### src/rtl/sipo_deserializer.sv
// rtl/sipo_deserializer.sv - LSB-first serial-to-parallel deserializer with one-word output buffer
// Optional even-parity bit per word when PISO_PARITY_CHECK_EN is defined.
module sipo_deserializer #(
  parameter int WIDTH = 4
) (
  input  logic             clk,
  input  logic             rst,
  input  logic             si,
  input  logic             si_valid,
  input  logic             si_first,
  output logic [WIDTH-1:0] po,
  output logic             po_valid,
  input  logic             po_ready,
  input  logic             clr_ovf,
  output logic             overflow,
  output logic             parity_err
);

  localparam int CW = $clog2(WIDTH + 1);

  typedef enum logic [1:0] {
    RX_IDLE = 2'd0,
    RX_DATA = 2'd1,
    RX_PAR  = 2'd2
  } rx_state_t;

  rx_state_t        r_state;
  logic [CW-1:0]    r_cnt;
  logic [WIDTH-1:0] r_shreg;
  logic [WIDTH-1:0] r_po;
  logic             r_po_valid;
  logic             r_ovf;

  logic [WIDTH-1:0] w_shift;
  logic [WIDTH-1:0] w_word;
  logic             w_done;
  logic             w_free;
  logic             w_last_data;

  assign w_shift     = {si, r_shreg[WIDTH-1:1]};
  assign w_free      = !r_po_valid || po_ready;
  assign w_last_data = (r_state == RX_DATA) && (r_cnt == CW'(WIDTH - 1));

`ifdef PISO_PARITY_CHECK_EN
  logic r_perr;
  logic w_perr;

  // In RX_PAR the shift register already holds the whole word; si is the parity bit.
  always_comb begin
    w_done = 1'b0;
    w_perr = 1'b0;
    w_word = r_shreg;
    if (si_valid && !si_first && (r_state == RX_PAR)) begin
      if (si == ^r_shreg) w_done = 1'b1;
      else                w_perr = 1'b1;
    end
  end

  assign parity_err = r_perr;
`else
  always_comb begin
    w_word = w_shift;
    w_done = si_valid && !si_first && w_last_data;
  end

  assign parity_err = 1'b0;
`endif

  always_ff @(posedge clk or negedge rst) begin
    if (!rst) begin
      r_state    <= RX_IDLE;
      r_cnt      <= '0;
      r_shreg    <= '0;
      r_po       <= '0;
      r_po_valid <= 1'b0;
      r_ovf      <= 1'b0;
`ifdef PISO_PARITY_CHECK_EN
      r_perr     <= 1'b0;
`endif
    end else begin
`ifdef PISO_PARITY_CHECK_EN
      r_perr <= w_perr;
`endif
      if (si_valid) begin
        if (si_first || (r_state == RX_IDLE)) begin
          r_shreg <= w_shift;
          r_cnt   <= CW'(1);
          r_state <= RX_DATA;
`ifdef PISO_PARITY_CHECK_EN
        end else if (r_state == RX_PAR) begin
          r_cnt   <= '0;
          r_state <= RX_IDLE;
`endif
        end else if (w_last_data) begin
          r_shreg <= w_shift;
`ifdef PISO_PARITY_CHECK_EN
          r_cnt   <= CW'(WIDTH);
          r_state <= RX_PAR;
`else
          r_cnt   <= '0;
          r_state <= RX_IDLE;
`endif
        end else begin
          r_shreg <= w_shift;
          r_cnt   <= r_cnt + CW'(1);
        end
      end

      // Output buffer: a handshake on the completing edge frees the slot for the new word.
      if (w_done && w_free) begin
        r_po       <= w_word;
        r_po_valid <= 1'b1;
      end else if (r_po_valid && po_ready) begin
        r_po_valid <= 1'b0;
      end

      if (w_done && !w_free) r_ovf <= 1'b1;
      else if (clr_ovf)      r_ovf <= 1'b0;
    end
  end

  assign po       = r_po;
  assign po_valid = r_po_valid;
  assign overflow = r_ovf;

endmodule
### config.mk
export PLATFORM = sky130hd
export DESIGN_NAME = sipo_deserializer
export DESIGN_NICKNAME = d
export VERILOG_FILES = /design/src/rtl/sipo_deserializer.sv
export SDC_FILE = /design/constraint.sdc
export NUM_CORES = 1
export LEC_CHECK = 0
export CAP_MARGIN = 20
export CORE_AREA = 2 2 39 41
export DETAILED_ROUTE_END_ITERATION = 12
export DIE_AREA = 0 0 41 43
export HOLD_SLACK_MARGIN = 0.02
export PLACE_DENSITY = 0.67
export SYNTH_ARGS = -nofsm -noshare
export SYNTH_HDL_FRONTEND = slang
export SYNTH_SLANG_ARGS = --single-unit
export TNS_END_PERCENT = 50
### constraint.sdc
create_clock -name clk -period 3.95 [get_ports clk]
set_input_delay 0.9875 -clock clk [delete_from_list [all_inputs] [get_ports clk]]
set_output_delay 0.9875 -clock clk [all_outputs]
set_load 0.02 [all_outputs]
==> impl_metrics.json <==
{
  "status": "completed",
  "ios": 14,
  "grt_pass1_vias": 315,
  "max_freq_mhz": 449.5,
  "grt_overflow": 0,
  "layout_common_cells": "dfrtp_1 (13), clkdlybuf4s50_1 (12), mux2_4 (4)",
  "hold_start": "r_state[0]",
  "slew_violations": 0,
  "cp_max_fo": 2,
  "tns_ns": 0,
  "core-area_mm2": 0.001384,
  "vias": 326,
  "finClkSkew_ns": 0.002735,
  "synth_cell_types": 19,
  "relSlewSlack": 0.6101,
  "max_stage_delay_ns": 0.61,
  "cts_setup_buffers": 0,
  "cts_resized": 0,
  "first_iter_violations": 1,
  "antenna_found_initial": 0,
  "synth_warnings": 0,
  "drive_gt1_frac": 0.2407,
  "fin_crit_ns": 2.224,
  "crit_path_start_kind": "flop",
  "crit_slowest_cell": "clkdlybuf4s50_1",
  "die_h_um": 43,
  "dieArea_mm2": 0.001763,
  "synth.cell_area_um2": 566.8,
  "gp_routability_congestion": 0.6600,
  "via_per_inst": 4.657,
  "setup_violations": 0,
  "portBuffers": 12,
  "wl_per_cell_um": 12.49,
  "min_period_over_period": 0.5632,
  "path_delay_family": "buffers and inverters",
  "critPathRequiredTime_ns": 2.96,
  "grt_max_degree": 14,
  "crit_type": "flop to output port",
  "worstPathArrival_ns": 1.24,
  "drc": 0,
  "rows": 14,
  "root_buffer": "clkbuf_4",
  "hold_violations": 0,
  "ir_worst_vdd_mv": 0.2168,
  "synth.net_count": 48,
  "setup_slack_ns": 1.726,
  "layout_commonest_cell": "dfrtp_1",
  "cts_tree": "built",
  "hp-class": "flop to flop",
  "dp_slack_ns": 1.549,
  "area_delta_synth_final_pct": 27.15,
  "fill_cells": 111,
  "endpoint_kind": "output port",
  "cts_made_buffers": 3,
  "wirelength_um": 874,
  "numClockSinks": 13,
  "crit_buf_inv": 1,
  "rsz0062_at_grt": "no",
  "placed_area_um2": 694.4,
  "antenna_cells": 0,
  "path_cells": "clkdlybuf4s50_1",
  "holdBufCountCts": 0,
  "grt_usage": 0.1191,
  "drt_pre_antenna_iters": 2,
  "drt.antenna.violating_nets": 0,
  "grt_first_pass_wirelength_um": 1311,
  "leakage_uw": 0.0003239,
  "crit_path_start": "po[1]",
  "synth.avg_cell_area_um2": 14.17,
  "ys_ff_latch": 13,
  "clockBufferDepth": 2,
  "r2r_start": "r_cnt[0]",
  "start_util": 0.4096,
  "final_nets": 63,
  "die_w_um": 41,
  "cts.reportedPaths.clkPinSlew_ns": 0.07,
  "cellPowerDensity_mw_per_mm2": 562.3,
  "ctsHtreeMaxLevel": 1,
  "yosysSeqAreaShare": 0.5740,
  "maxCapViolCount": 0,
  "insertion_delay_ns": 0.27,
  "finish.instance_area_um2": 720.7,
  "synth_cells": 40,
  "worst_slew_pin_slew_ns": 0.5831
}
## flip-flops by register name (all words and copies together) (netlist names)
register / flops
po: 4
po_valid: 1
r_shreg: 3
overflow: 1
r_cnt: 3
r_state: 1
## metal layers
| layer | vias up | routed length (µm) | track usage |
|---|---|---|---|
| li1 | 165 | - | - |
| met4 | 0 | 0 | 0.08000 |
| met5 | - | 0 | 0 |
| met3 | 0 | 65 | 0.04712 |
| met1 | 150 | 433 | 0.1626 |
| met2 | 11 | 375 | 0.1500 |
## per-stage QoR
stage,power [µW],util,hold slack (ns),instances
finish,405.3,0.5208,0.5011,70
global route,428.1,0.5208,0.5203,70
CTS,412.8,0.5208,0.5089,70
detailed placement,330.3,0.5018,0.4889,66
global placement,330.6,0.5018,0.4798,66
floorplan,268.0,-,0.4647,40
## area by class of cell
class / instances / area [µm²] / area share
Inverter: 2 / 7.507 / 0.01042
Clock buffer: 4 / 26.28 / 0.03646
Multi-Input combinational cell: 23 / 221.5 / 0.3073
Tap cell: 16 / 20.02 / 0.02778
Timing Repair Buffer: 12 / 120.1 / 0.1667
Sequential cell: 13 / 325.3 / 0.4514
## path summary, 6_finish.rpt
kind | endpoint | slack [ns] | cells past startpoint
setup / recovery | po[1] | 1.73 | 1
hold / removal | r_state[0] | 0.50 | 1
setup reg to reg | po[0] | 2.51 | 4
hold reg to reg | r_state[0] | 0.50 | 1
max in group asynchronous | r_shreg[3] | 2.48 | 1
min in group asynchronous | r_cnt[0] | 1.09 | 1
## synth_stat cells, drive strengths merged
cell type  count  share of area
mux2           7           0.17
conb           1         0.0066
nand2          1         0.0066
dfrtp         13           0.57
a21boi         1          0.013
o211ai         1          0.013
o21ai          1         0.0088
nand2b         2          0.022
nor2b          2          0.040
nand4          1          0.038
buf            2          0.022
inv            2          0.013
o22ai          1          0.011
ha             1          0.022
nand3          2          0.018
o21a           2          0.026
## report_power, final
part | total [µW] | switching (µW) | internal [µW]
Clock | 77.9 | 38.8 | 39.0
Sequential | 183 | 18.3 | 165
Combinational | 144 | 60.8 | 83.5
Total | 405 | 118 | 287
## logic make-up after synthesis
kind of cell / after synthesis / synth area share
AO/OA/AOI/OAI: 6 / 0.07285
adder cells (fa/ha/maj): 1 / 0.02207
buffers and inverters: 4 / 0.03532
flip-flops: 13 / 0.5739
multiplexers: 7 / 0.1656
other: 1 / 0.006616
AND/OR/NAND/NOR: 8 / 0.1236
No activity file was read; power rests on OpenSTA's default activity.
